**src/rtl/bp_sched_pkg.sv**
```systemverilog
// Shared types and default parameters for the branch-predictor access scheduler.
package bp_sched_pkg;

  localparam int unsigned DefAddrW     = 4;
  localparam int unsigned DefFifoDepth = 4;
  localparam int unsigned DefMaxDefer  = 8;

  // Arbitration mode for the coming cycle, derived from registered queue/defer state.
  typedef enum logic [1:0] {
    GrantLk  = 2'd0,
    GrantUpd = 2'd1,
    ForceUpd = 2'd2
  } sched_state_e;

endpackage

```
**src/rtl/bp_update_fifo.sv**
```systemverilog
// Synchronous FIFO holding pending {addr, taken} predictor updates.
// The caller never pushes when full nor pops when empty.
module bp_update_fifo #(
  parameter int unsigned Width = 5,
  parameter int unsigned Depth = 4
) (
  input  logic                   clk,
  input  logic                   rst,
  input  logic                   push_i,
  input  logic [Width-1:0]       wdata_i,
  input  logic                   pop_i,
  output logic [Width-1:0]       rdata_o,
  output logic [$clog2(Depth):0] count_o
);

  localparam int unsigned PtrW = $clog2(Depth);

  logic [Width-1:0] mem_q [Depth];
  logic [PtrW-1:0]  wptr_q, rptr_q;
  logic [PtrW:0]    count_q, count_d;

  // Occupancy is unchanged on a simultaneous push and pop.
  always_comb begin
    count_d = count_q;
    unique case ({push_i, pop_i})
      2'b10:   count_d = count_q + 1'b1;
      2'b01:   count_d = count_q - 1'b1;
      default: ;
    endcase
  end

  // Pointers and count; Depth is a power of two so pointers wrap naturally.
  always_ff @(posedge clk or posedge rst) begin
    if (rst) begin
      wptr_q  <= '0;
      rptr_q  <= '0;
      count_q <= '0;
    end else begin
      if (push_i) wptr_q <= wptr_q + 1'b1;
      if (pop_i)  rptr_q <= rptr_q + 1'b1;
      count_q <= count_d;
    end
  end

  // Storage needs no reset; only entries below count are ever read.
  always_ff @(posedge clk) begin
    if (push_i) mem_q[wptr_q] <= wdata_i;
  end

  assign rdata_o = mem_q[rptr_q];
  assign count_o = count_q;

endmodule

```
**src/rtl/bp_access_scheduler.sv**
```systemverilog
// Arbitrates a single-ported branch predictor between fetch lookups and queued
// resolved-branch updates. Lookups have priority, bounded by a defer counter so
// queued updates cannot starve; a full queue also forces updates.
module bp_access_scheduler
  import bp_sched_pkg::*;
#(
  parameter int unsigned ADDR_W     = DefAddrW,
  parameter int unsigned FIFO_DEPTH = DefFifoDepth,
  parameter int unsigned MAX_DEFER  = DefMaxDefer
) (
  input  logic                        clk,
  input  logic                        rst,
  input  logic                        lk_valid_i,
  input  logic [ADDR_W-1:0]           lk_addr_i,
  output logic                        lk_ready_o,
  output logic                        pred_valid_o,
  output logic                        pred_taken_o,
  input  logic                        upd_valid_i,
  input  logic [ADDR_W-1:0]           upd_addr_i,
  input  logic                        upd_taken_i,
  output logic                        upd_ready_o,
  output logic                        p_cs_o,
  output logic                        p_enable_o,
  output logic [ADDR_W-1:0]           p_addr_o,
  output logic                        p_result_o,
  input  logic                        p_prediction_i,
  output logic [$clog2(FIFO_DEPTH):0] q_count_o
);

  localparam int unsigned CntW   = $clog2(FIFO_DEPTH) + 1;
  localparam int unsigned DeferW = $clog2(MAX_DEFER + 1);
  localparam logic [CntW-1:0]   FullCount = CntW'(FIFO_DEPTH);
  localparam logic [DeferW-1:0] DeferMax  = DeferW'(MAX_DEFER);

  sched_state_e      state_q, state_d;
  logic [DeferW-1:0] defer_q, defer_d;
  logic              pred_valid_q;

  logic [CntW-1:0]   count, count_d;
  logic [ADDR_W:0]   head;
  logic              q_empty, q_full;
  logic              lk_ready, upd_ready;
  logic              gnt_lk, gnt_upd, push;

  bp_update_fifo #(
    .Width (ADDR_W + 1),
    .Depth (FIFO_DEPTH)
  ) u_fifo (
    .clk     (clk),
    .rst     (rst),
    .push_i  (push),
    .wdata_i ({upd_addr_i, upd_taken_i}),
    .pop_i   (gnt_upd),
    .rdata_o (head),
    .count_o (count)
  );

  // Readiness comes only from registered state so lk_valid never feeds lk_ready.
  always_comb begin
    q_empty   = (count == '0);
    q_full    = (count == FullCount);
    upd_ready = !rst && !q_full;
    lk_ready  = 1'b0;
    unique case (state_q)
      GrantLk:  lk_ready = !rst;
      GrantUpd: lk_ready = 1'b0;
      ForceUpd: lk_ready = 1'b0;
      default:  lk_ready = 1'b0;
    endcase
  end

  // One predictor access per cycle: lookup if granted, else drain the queue head.
  always_comb begin
    gnt_lk     = lk_valid_i && lk_ready;
    gnt_upd    = !rst && !gnt_lk && !q_empty;
    push       = upd_valid_i && upd_ready;
    p_enable_o = gnt_lk || gnt_upd;
    p_cs_o     = gnt_upd;
    p_addr_o   = '0;
    p_result_o = 1'b0;
    if (gnt_lk) begin
      p_addr_o = lk_addr_i;
    end else if (gnt_upd) begin
      {p_addr_o, p_result_o} = head;
    end
  end

  // Next queue occupancy, defer counter and arbitration mode.
  always_comb begin
    count_d = count;
    if (push && !gnt_upd) begin
      count_d = count + 1'b1;
    end else if (!push && gnt_upd) begin
      count_d = count - 1'b1;
    end

    defer_d = defer_q;
    if (gnt_upd || q_empty) begin
      defer_d = '0;
    end else if (gnt_lk && (defer_q != DeferMax)) begin
      defer_d = defer_q + 1'b1;
    end

    // A saturated defer counter implies a non-empty queue, since any pop clears it.
    state_d = GrantLk;
    if (count_d == FullCount) begin
      state_d = GrantUpd;
    end else if (defer_d == DeferMax) begin
      state_d = ForceUpd;
    end
  end

  // Arbitration state, defer counter and one-cycle lookup result flag.
  always_ff @(posedge clk or posedge rst) begin
    if (rst) begin
      state_q      <= GrantLk;
      defer_q      <= '0;
      pred_valid_q <= 1'b0;
    end else begin
      state_q      <= state_d;
      defer_q      <= defer_d;
      pred_valid_q <= gnt_lk;
    end
  end

  assign lk_ready_o   = lk_ready;
  assign upd_ready_o  = upd_ready;
  assign pred_valid_o = pred_valid_q;
  assign pred_taken_o = pred_valid_q && p_prediction_i;
  assign q_count_o    = count;

endmodule

```
**config.mk**
```make
export PLATFORM = sky130hd
export DESIGN_NAME = bp_access_scheduler
export DESIGN_NICKNAME = d
export VERILOG_FILES = /design/src/rtl/bp_sched_pkg.sv /design/src/rtl/bp_update_fifo.sv /design/src/rtl/bp_access_scheduler.sv
export SDC_FILE = /design/constraint.sdc
export NUM_CORES = 1
export LEC_CHECK = 0
export CORE_MARGIN = 2
export CORE_UTILIZATION = 27
export CTS_BUF_LIST = sky130_fd_sc_hd__clkbuf_2
export CTS_CLUSTER_SIZE = 40
export DETAILED_ROUTE_END_ITERATION = 10
export DONT_BUFFER_PORTS = 1
export SYNTH_ARGS = -nofsm -noshare
export SYNTH_HDL_FRONTEND = slang
export SYNTH_HIERARCHICAL = 1
export SYNTH_SLANG_ARGS = --single-unit
```
**constraint.sdc**
```tcl
create_clock -name clk -period 4.61 [get_ports clk]
set_input_delay 0.2305 -clock clk [delete_from_list [all_inputs] [get_ports clk]]
set_output_delay 0.2305 -clock clk [all_outputs]
set_load 0.005 [all_outputs]
```
==> results of run 1 <==
==> critical path, delay by kind of cell (launching register included) <==
family	cells	cell delay (ps)
buffers and inverters	2	240
flip-flops	1	500
XOR/XNOR	2	300
AND/OR/NAND/NOR	3	850
adder cells (fa/ha/maj)	3	910
==> state kept, by name, summed over array words and instances, names as in the netlist <==
signal	cells
u_fifo/mem_q	20
state_q	2
u_fifo/count_o	3
u_fifo/rptr_q	2
defer_q	4
u_fifo/wptr_q	2
pred_valid_o	1
==> routing by layer <==
layer | up-vias | wire length [um] | global-route usage (%)
met1 | 480 | 1407 | 11.39
li1 | 493 | - | -
met5 | - | 0 | 0
met2 | 18 | 1507 | 14.96
met3 | 8 | 123 | 2.432
met4 | 0 | 79 | 4.762
==> metrics by stage <==
stage / worst slack [ps] / hold slack [ps]
finish: 1750 / 68.68
global route: 1435 / 23.08
CTS: 1741 / 34.91
detailed placement: 1780 / 73.79
global placement: 1855 / 79.20
floorplan: 2089 / 33.90
==> power by group through the flow <==
stage	clock network [mW]	registers [mW]	logic [mW]
global placement	0	0.479	0.349
floorplan	0	0.441	0.318
finish	0.129	0.470	0.356
CTS	0.139	0.474	0.363
global route	0.150	0.483	0.403
detailed placement	0	0.482	0.352
==> layout make-up <==
type / instances / area [sq um]
Inverter: 10 / 37.54
Sequential cell: 34 / 950.9
Tap cell: 77 / 96.34
Timing Repair Buffer: 7 / 67.56
Fill cell: 630 / 4415
Clock buffer: 5 / 25.02
Clock inverter: 3 / 16.27
Multi-Input combinational cell: 80 / 740.7
==> how the worst max path moves through the flow <==
stage | start | end | slack (ps)
3_3_place_gp | u_fifo/count_o[0] | u_fifo/count_o[2] | 1860
4_1_cts | u_fifo/count_o[0] | u_fifo/count_o[2] | 1740
6_report | u_fifo/count_o[0] | u_fifo/count_o[2] | 1750
5_1_grt | u_fifo/count_o[0] | u_fifo/count_o[2] | 1430
3_5_place_dp | u_fifo/count_o[0] | u_fifo/count_o[2] | 1780
2_1_floorplan | u_fifo/count_o[0] | u_fifo/count_o[2] | 2090
==> synth_stat cells <==
cell type	instances
dfrtp_1	14
or3b_1	1
a21o_1	1
nor2_1	4
o21ai_0	2
o211a_1	1
buf_6	3
a32oi_1	1
nand4_4	1
nand2b_1	1
a211oi_1	1
nor2b_1	2
o211ai_1	1
a21oi_1	6
nor3_1	2
nor4b_4	1
nor3b_1	2
xnor2_1	4
edfxtp_1	20
nand2_1	5
nor4_1	1
a22o_1	4
or3_1	1
o311ai_0	1
and2_1	7
nand3_1	2
nand3b_1	1
mux2_2	1
or4b_1	1
mux2i_1	1
ha_1	10
fa_1	1
xor2_1	4
mux4_2	6
clkbuf_1	1
nor3_2	2
inv_1	10
nand4b_1	1
==> logic make-up after synthesis <==
group                    count (synthesis)
multiplexers                             8
XOR/XNOR                                 8
flip-flops                              34
AND/OR/NAND/NOR                         35
AO/OA/AOI/OAI                           18
adder cells (fa/ha/maj)                 11
buffers and inverters                   14
==> repair_timing <==
item	4_1_cts	5_1_grt
hold endpoints to repair	35	0
hold buffers	6	0
buffers inserted	0	0
==> flow_summary.json, run 1 <==
{
  "cp_data_required_time_ps": 4910,
  "holdCritPathClass": "input pin to register",
  "p_per_area_nw_per_um2": 494.1,
  "cp.arrival_ps": 3160,
  "root_buffer": "clkbuf_2",
  "synth_area_per_cell_sq_um": 13.80,
  "finalCritPeriodShare_pct": 62.05,
  "start_util_pct": 27.82,
  "clock_power_share_pct": 13.5,
  "synth_seq_area_share_pct": 53.82,
  "layout_min_cycle_time_ps": 2860,
  "fp.dieH_um": 84.89,
  "drive_gt1_share_pct": 13.67,
  "final_cells": 216,
  "coreArea_sq_um": 6350,
  "n_antenna_cell": 0,
  "synthAdderAreaFrac_pct": 8.215,
  "synth.distinct_cells": 38,
  "rsz0062_at_grt": "false",
  "totalNegativeSetupSlack_ps": 0,
  "utilization_pct": 30.46,
  "seq_power_share_pct": 49.2,
  "comb_power_share_pct": 37.3,
  "cts_resized": 0,
  "slew_headroom_pct": 52.23,
  "synth_area_sq_um": 1767,
  "synth-seq-cells": 34,
  "holdPathStages": 1,
  "worstSetupPathType": "register to register",
  "io_buffers": 0,
  "max_stage_delay_ps": 550,
  "finalInstanceArea_sq_um": 1934,
  "overflow": 0,
  "yosysWarnings": 6,
  "clock_sinks": 34,
  "p_leak_nw": 0.7559,
  "finalClockSkew_ps": 5.926,
  "crit_fanout": 8,
  "worstMarginPinSlew_ps": 713.6,
  "drt-initial-drc-count": 45,
  "grt_usage_pct": 9.246,
  "yosysTopAreaCellShare_pct": 33.99,
  "yosys.area_share.simple_pct": 13.81,
  "hold_viol_final": 0,
  "setup_viol": 0,
  "regToRegStartpoint": "u_fifo/count_o[0]",
  "die_width_um": 84.89,
  "drc": 0,
  "power_switching_mw": 0.3562,
  "yosys-top-cells-area": "edfxtp_1 (34%), dfrtp_1 (20%), mux4_2 (7.6%), ha_1 (7.1%), and2_1 (2.5%)",
  "dpl-instance-area_sq_um": 1833,
  "syn_inst": 128,
  "status": "completed",
  "yosys.area.top_type": "edfxtp_1",
  "area_growth_pct": 9.490,
  "total_power_mw": 0.9557,
  "drt-pass1-iter-count": 2,
  "p_int_mw": 0.5995,
  "vdd_drop_max_mv": 0.1932,
  "switching_share_pct": 37.27,
  "finalWirelength_mm": 3.117,
  "routabilityCongestion": 0.7744,
  "dp_hpwl_mm": 2.362,
  "io_pins": 28,
  "wl_per_cell_um": 14.43,
  "maxCapViolCount": 0,
  "path_clk_slew_ps": 160,
  "synth_xor_area_share_pct": 3.966,
  "syn_nets": 153,
  "place_inst": 202,
  "reg2reg_slack_ps": 1750,
  "clkLatencyLatePin_ps": 360,
  "layout_commonest_cell": "edfxtp_1",
  "synth_top_family_by_area": "simple AND/OR/NAND/NOR gates",
  "num_vias": 999,
  "grt_max_degree": 13,
  "cp_cell_sequence": "inv_1 -> ha_1 -> and2_1 -> nor3_1 -> inv_1 -> ha_1 -> fa_1 -> xnor2_1 -> nor2_1 -> xor2_1",
  "row_count": 29,
  "reg2reg_to": "u_fifo/count_o[2]",
  "slew_viol_final": 0,
  "min-delay-start": "lk_valid_i",
  "cp-start-kind": "register",
  "synthMuxAreaShare_pct": 8.853,
  "r2r_cells": 10,
  "numCtsBuffers": 5,
  "whs_endpoint": "pred_valid_o",
  "nets": 163,
  "first_global_vias": 1017,
  "postRouteAntennaNets": 0,
  "cts-htree-levels": 2,
  "timing.fmax_mhz": 349.6,
  "cts_tree": "built",
  "antenna_found_initial": 0,
  "synth_compound_area_share_pct": 7.082,
  "grt_pass1_wl_mm": 5.092,
  "endpoint_kind": "register",
  "cp_slowest_cell": "nor3_1",
  "layout_common_cells": "edfxtp_1 (20), dfrtp_1 (14), inv_1 (10), ha_1 (10), and2_1 (7)",
  "viasPerCell": 4.625,
  "clk_path_buf_depth": 2,
  "die-area_sq_um": 7206
}
Power figures use the tool's default switching activity.
==> run 2: changes to the inputs <==
==> constraint.sdc (replaced) <==
create_clock -name clk -period 2.9 [get_ports clk]
set_input_delay 0.145 -clock clk [delete_from_list [all_inputs] [get_ports clk]]
set_output_delay 0.145 -clock clk [all_outputs]
set_load 0.005 [all_outputs]
==> flow_summary.json, run 2 (synthesized netlist as in run 1, its figures left out) <==
{
  "clk_path_buf_depth": 2,
  "critical_path_depth": 10,
  "timing.fmax_mhz": 412.5,
  "worstSetupPathType": "register to register",
  "vdd_drop_max_mv": 0.2794,
  "drc": 0,
  "reg2reg_to": "u_fifo/count_o[2]",
  "reg2reg_slack_ps": 480,
  "status": "completed",
  "p_per_area_nw_per_um2": 812.9,
  "num_vias": 1012,
  "numCtsBuffers": 5,
  "endpoint": "u_fifo/count_o[2]",
  "endpoint_kind": "register",
  "grt_usage_pct": 9.461,
  "fp.dieH_um": 84.89,
  "finalClockSkew_ps": 15.72,
  "io_pins": 28,
  "drt-initial-drc-count": 26,
  "totalNegativeSetupSlack_ps": 0,
  "worstMarginPinSlew_ps": 606.7,
  "worst-path-buf-inv": 2,
  "max_stage_delay_ps": 500,
  "cp-start-kind": "register",
  "nets": 166,
  "root_buffer": "clkbuf_2",
  "finalWirelength_mm": 3.118,
  "wl_per_cell_um": 14.24,
  "layout_commonest_cell": "edfxtp_1",
  "setup_viol": 0,
  "setup.worst_path.start": "u_fifo/count_o[0]",
  "hold_viol_final": 0,
  "cts-htree-levels": 2,
  "cts_resized": 0,
  "area_growth_pct": 12.04,
  "io_buffers": 0,
  "p_leak_nw": 0.7856,
  "grt_pass1_wl_mm": 5.175,
  "layout_min_cycle_time_ps": 2424,
  "grt_max_degree": 13,
  "postRouteAntennaNets": 0,
  "rsz0062_at_grt": "false",
  "start_util_pct": 27.82,
  "cp_data_required_time_ps": 3140,
  "n_antenna_cell": 0,
  "crit_fanout": 5,
  "holdCritPathClass": "input pin to register",
  "r2r_cells": 10,
  "path_clk_slew_ps": 160,
  "coreArea_sq_um": 6350,
  "cp_top_family": "adder cells",
  "die_width_um": 84.89,
  "cp_slowest_cell": "dfrtp_1",
  "min-delay-start": "lk_valid_i",
  "first_global_vias": 1033,
  "cp.arrival_ps": 2670,
  "slew_viol_final": 0,
  "clock_sinks": 34,
  "cp_cell_sequence": "inv_1 -> ha_1 -> and2_1 -> nor3_1 -> inv_1 -> ha_1 -> fa_1 -> xnor2_1 -> nor2_1 -> xor2_1",
  "finalCritPeriodShare_pct": 83.59,
  "utilization_pct": 31.17,
  "drive_gt1_share_pct": 15.49,
  "overflow": 0,
  "row_count": 29,
  "slew_headroom_pct": 59.12,
  "routabilityCongestion": 0.7849,
  "maxCapViolCount": 0,
  "regToRegStartpoint": "u_fifo/count_o[0]",
  "cts_tree": "built",
  "dp_hpwl_mm": 2.357,
  "clkLatencyLatePin_ps": 350,
  "viasPerCell": 4.621,
  "drt-pass1-iter-count": 6,
  "top_register": "u_fifo/mem_q",
  "die-area_sq_um": 7206,
  "largest_reg_flops": 20,
  "layout_common_cells": "edfxtp_1 (20), dfrtp_1 (14), inv_1 (10), ha_1 (10), and2_1 (7)",
  "antenna_found_initial": 0
}
[run 2: cell count changes in the layout (fill, tap and decap cells not counted), sizes merged]
cell / change
buf: +3
bufinv: +1
clkbuf: +1
clkinvlp: -1
clkinv: -1
[run 2: worst min path at each step]
| stage | end | slack (ps) | depth (start not counted) |
|---|---|---|---|
| floorplan | u_fifo/count_o[0] | -50 | 1 |
| global route | pred_valid_o | 60 | 2 |
| detailed placement | u_fifo/wptr_q[0] | -9 | 1 |
| finish | pred_valid_o | 110 | 2 |
| CTS | pred_valid_o | 80 | 2 |
| global placement | u_fifo/wptr_q[0] | -10 | 1 |
[run 2: area by class of cell]
class,instances,area (sq um)
clock inverters,2,33.78
fillers,620,4370
multi-input cells,80,740.7
flip-flops and latches,34,950.9
well taps,77,96.34
inverters,10,37.54
clock buffers,6,30.03
repair buffers,10,90.09
[run 2: layer usage]
metal / up-vias / track usage [%] / wire length [um]
met5: - / 0 / 0
met3: 2 / 3.016 / 115
met2: 17 / 15.03 / 1595
li1: 497 / - / -
met1: 496 / 11.87 / 1382
met4: 0 / 4.185 / 25
[run 2: worst reg2reg max path, delay by kind of cell, from the launching register on]
family	cells	cell delay [ps]
adders and majority gates	3	880
DFF	1	500
and+or+nand+nor	3	450
xor gates and xnor gates	2	300
buffers and inverters	2	210
[run 2: stage by stage]
step	hold WS (ps)	power (mW)	worst slack, ps	instances	area, sq um
global route	58.36	1.748	282.1	219	1979
floorplan	-51.60	1.206	379.3	128	1767
finish	113.8	1.609	475.9	219	1979
global placement	-13.04	1.326	512.0	205	1856
detailed placement	-8.867	1.332	482.6	205	1856
CTS	76.66	1.643	459.1	219	1979
[run 2: timing repair]
action	in CTS	in global routing
setup buffers	0	0
hold buffers	6	0
hold endpoints to repair	35	0
[run 2: power breakdown]
part / switching [mW] / leakage [nW] / internal (mW)
clock network: 0.147 / 0.0406 / 0.147
logic: 0.276 / 0.386 / 0.292
registers: 0.132 / 0.359 / 0.614
==> run 3: changes to the inputs <==
==> constraint.sdc (replaced) <==
create_clock -name clk -period 2 [get_ports clk]
set_input_delay 0.1 -clock clk [delete_from_list [all_inputs] [get_ports clk]]
set_output_delay 0.1 -clock clk [all_outputs]
set_load 0.005 [all_outputs]
==> flow_summary.json, run 3 (synthesized netlist as in run 1, its figures left out) <==
{
  "numCtsBuffers": 5,
  "layout_commonest_cell": "edfxtp_1",
  "dpl_worst_slack_ps": -136.1,
  "setup_viol": 2,
  "grt_pass1_wl_mm": 5.816,
  "cp.arrival_ps": 2320,
  "overflow": 0,
  "coreArea_sq_um": 6350,
  "area_growth_pct": 24.50,
  "start_util_pct": 27.82,
  "fin_ws_ps": -41.81,
  "routabilityCongestion": 0.7669,
  "layout_common_cells": "edfxtp_1 (20), buf_4 (18), dfrtp_1 (12)",
  "postRouteAntennaNets": 0,
  "final_cells": 235,
  "p_per_area_nw_per_um2": 1259,
  "die_width_um": 84.89,
  "clock_sinks": 34,
  "p_leak_nw": 0.8878,
  "slew_headroom_pct": 71.00,
  "drt-initial-drc-count": 78,
  "finalClockSkew_ps": 8.890,
  "drive_gt1_share_pct": 34.18,
  "drc": 0,
  "io_pins": 28,
  "row_count": 29,
  "status": "complete, but fails checks",
  "totalNegativeSetupSlack_ps": -60.05,
  "comb_power_share_pct": 41.7,
  "grt_max_degree": 13,
  "utilization_pct": 34.64,
  "largest_reg_flops": 20,
  "fp.dieH_um": 84.89,
  "place_inst": 211,
  "nets": 182,
  "dpl-instance-area_sq_um": 1944,
  "cp_data_required_time_ps": 2280,
  "grt_usage_pct": 10.44,
  "hold_viol_final": 0,
  "n_antenna_cell": 0,
  "root_buffer": "clkbuf_2",
  "finalWirelength_mm": 3.455,
  "clk_path_buf_depth": 2,
  "viasPerCell": 4.749,
  "power_switching_mw": 0.9149,
  "dp_hpwl_mm": 2.567,
  "timing.fmax_mhz": 489.8,
  "slew_viol_final": 0,
  "endpoint_kind": "register",
  "clock_power_share_pct": 20.5,
  "seq_power_share_pct": 37.8,
  "io_buffers": 0,
  "clkLatencyLatePin_ps": 370,
  "top_register": "u_fifo/mem_q",
  "violations": "negative setup slack",
  "num_vias": 1116,
  "holdWs_ps": 22.70,
  "cp-start-kind": "register",
  "wl_per_cell_um": 14.70,
  "cts_tree": "built",
  "antenna_found_initial": 0,
  "switching_share_pct": 33.04,
  "rsz0062_at_grt": "true",
  "drt-pass1-iter-count": 5,
  "cts-htree-levels": 2,
  "n_fill_cell": 593,
  "holdCritPathClass": "input pin to register",
  "finalInstanceArea_sq_um": 2200,
  "finalCritPeriodShare_pct": 102.1,
  "vdd_drop_max_mv": 0.4344,
  "path_clk_slew_ps": 170,
  "worstSetupPathType": "register to register",
  "die-area_sq_um": 7206,
  "worstMarginPinSlew_ps": 433.1,
  "total_power_mw": 2.769,
  "p_int_mw": 1.854,
  "first_global_vias": 1189,
  "crit_fanout": 3,
  "maxCapViolCount": 0,
  "layout_min_cycle_time_ps": 2042
}
[run 3: cell type report]
cell class / instances / area (sq um) / share of cell area [%]
repair buffers: 26 / 215.2 / 9.784
clock buffers: 5 / 25.02 / 1.138
multi-input cells: 80 / 803.3 / 36.52
well taps: 77 / 96.34 / 4.380
flip-flops and latches: 34 / 953.4 / 43.34
inverters: 10 / 37.54 / 1.706
clock inverters: 3 / 68.82 / 3.129
[run 3: per-layer routing]
layer / part of all wire [%] / wire length [um] / vias up / global-route usage (%)
met1: 38 / 1317 / 561 / 11.30
met5: 0 / 0 / - / 0
met3: 4.8 / 165 / 7 / 3.405
met4: 2.2 / 75 / 0 / 3.463
li1: - / - / 525 / -
met2: 55 / 1896 / 23 / 19.18
[run 3: repair_timing]
item | CTS | global route
buffers inserted | 8 | 1
gates resized for setup | 3 | 7
gates cloned | 0 | 0
endpoints found under the hold margin | 35 | 0
pin swaps | 9 | 2
setup endpoints to repair | 3 | 29
hold buffers | 8 | 0
[run 3: final timing paths]
kind,from,slack (ps),depth (start not counted),to
max in group asynchronous,rst,1640,2,state_q[0]
min,rst,20,2,defer_q[2]
min reg2reg,u_fifo/wptr_q[0],550,1,u_fifo/wptr_q[0]
max,u_fifo/count_o[1],-40,7,u_fifo/count_o[1]
max reg2reg,u_fifo/count_o[1],-40,7,u_fifo/count_o[1]
min in group asynchronous,rst,70,2,u_fifo/rptr_q[0]
[run 3: critical path: stages (launching register included)]
cell     delay, ps
dfrtp_1        410
inv_2           60
ha_4           160
nor2b_4        130
nor3_4         240
ha_2           240
fa_2           440
mux2_2         260
[run 3: power by group through the flow]
stage	Clock, mW	Combinational, mW	Sequential, mW
6_report	0.568	1.15	1.05
5_1_grt	0.615	1.28	1.07
4_1_cts	0.581	1.14	1.05
3_5_place_dp	0	1.04	1.07
3_3_place_gp	0	0.979	1.05
2_1_floorplan	0	0.799	1.03
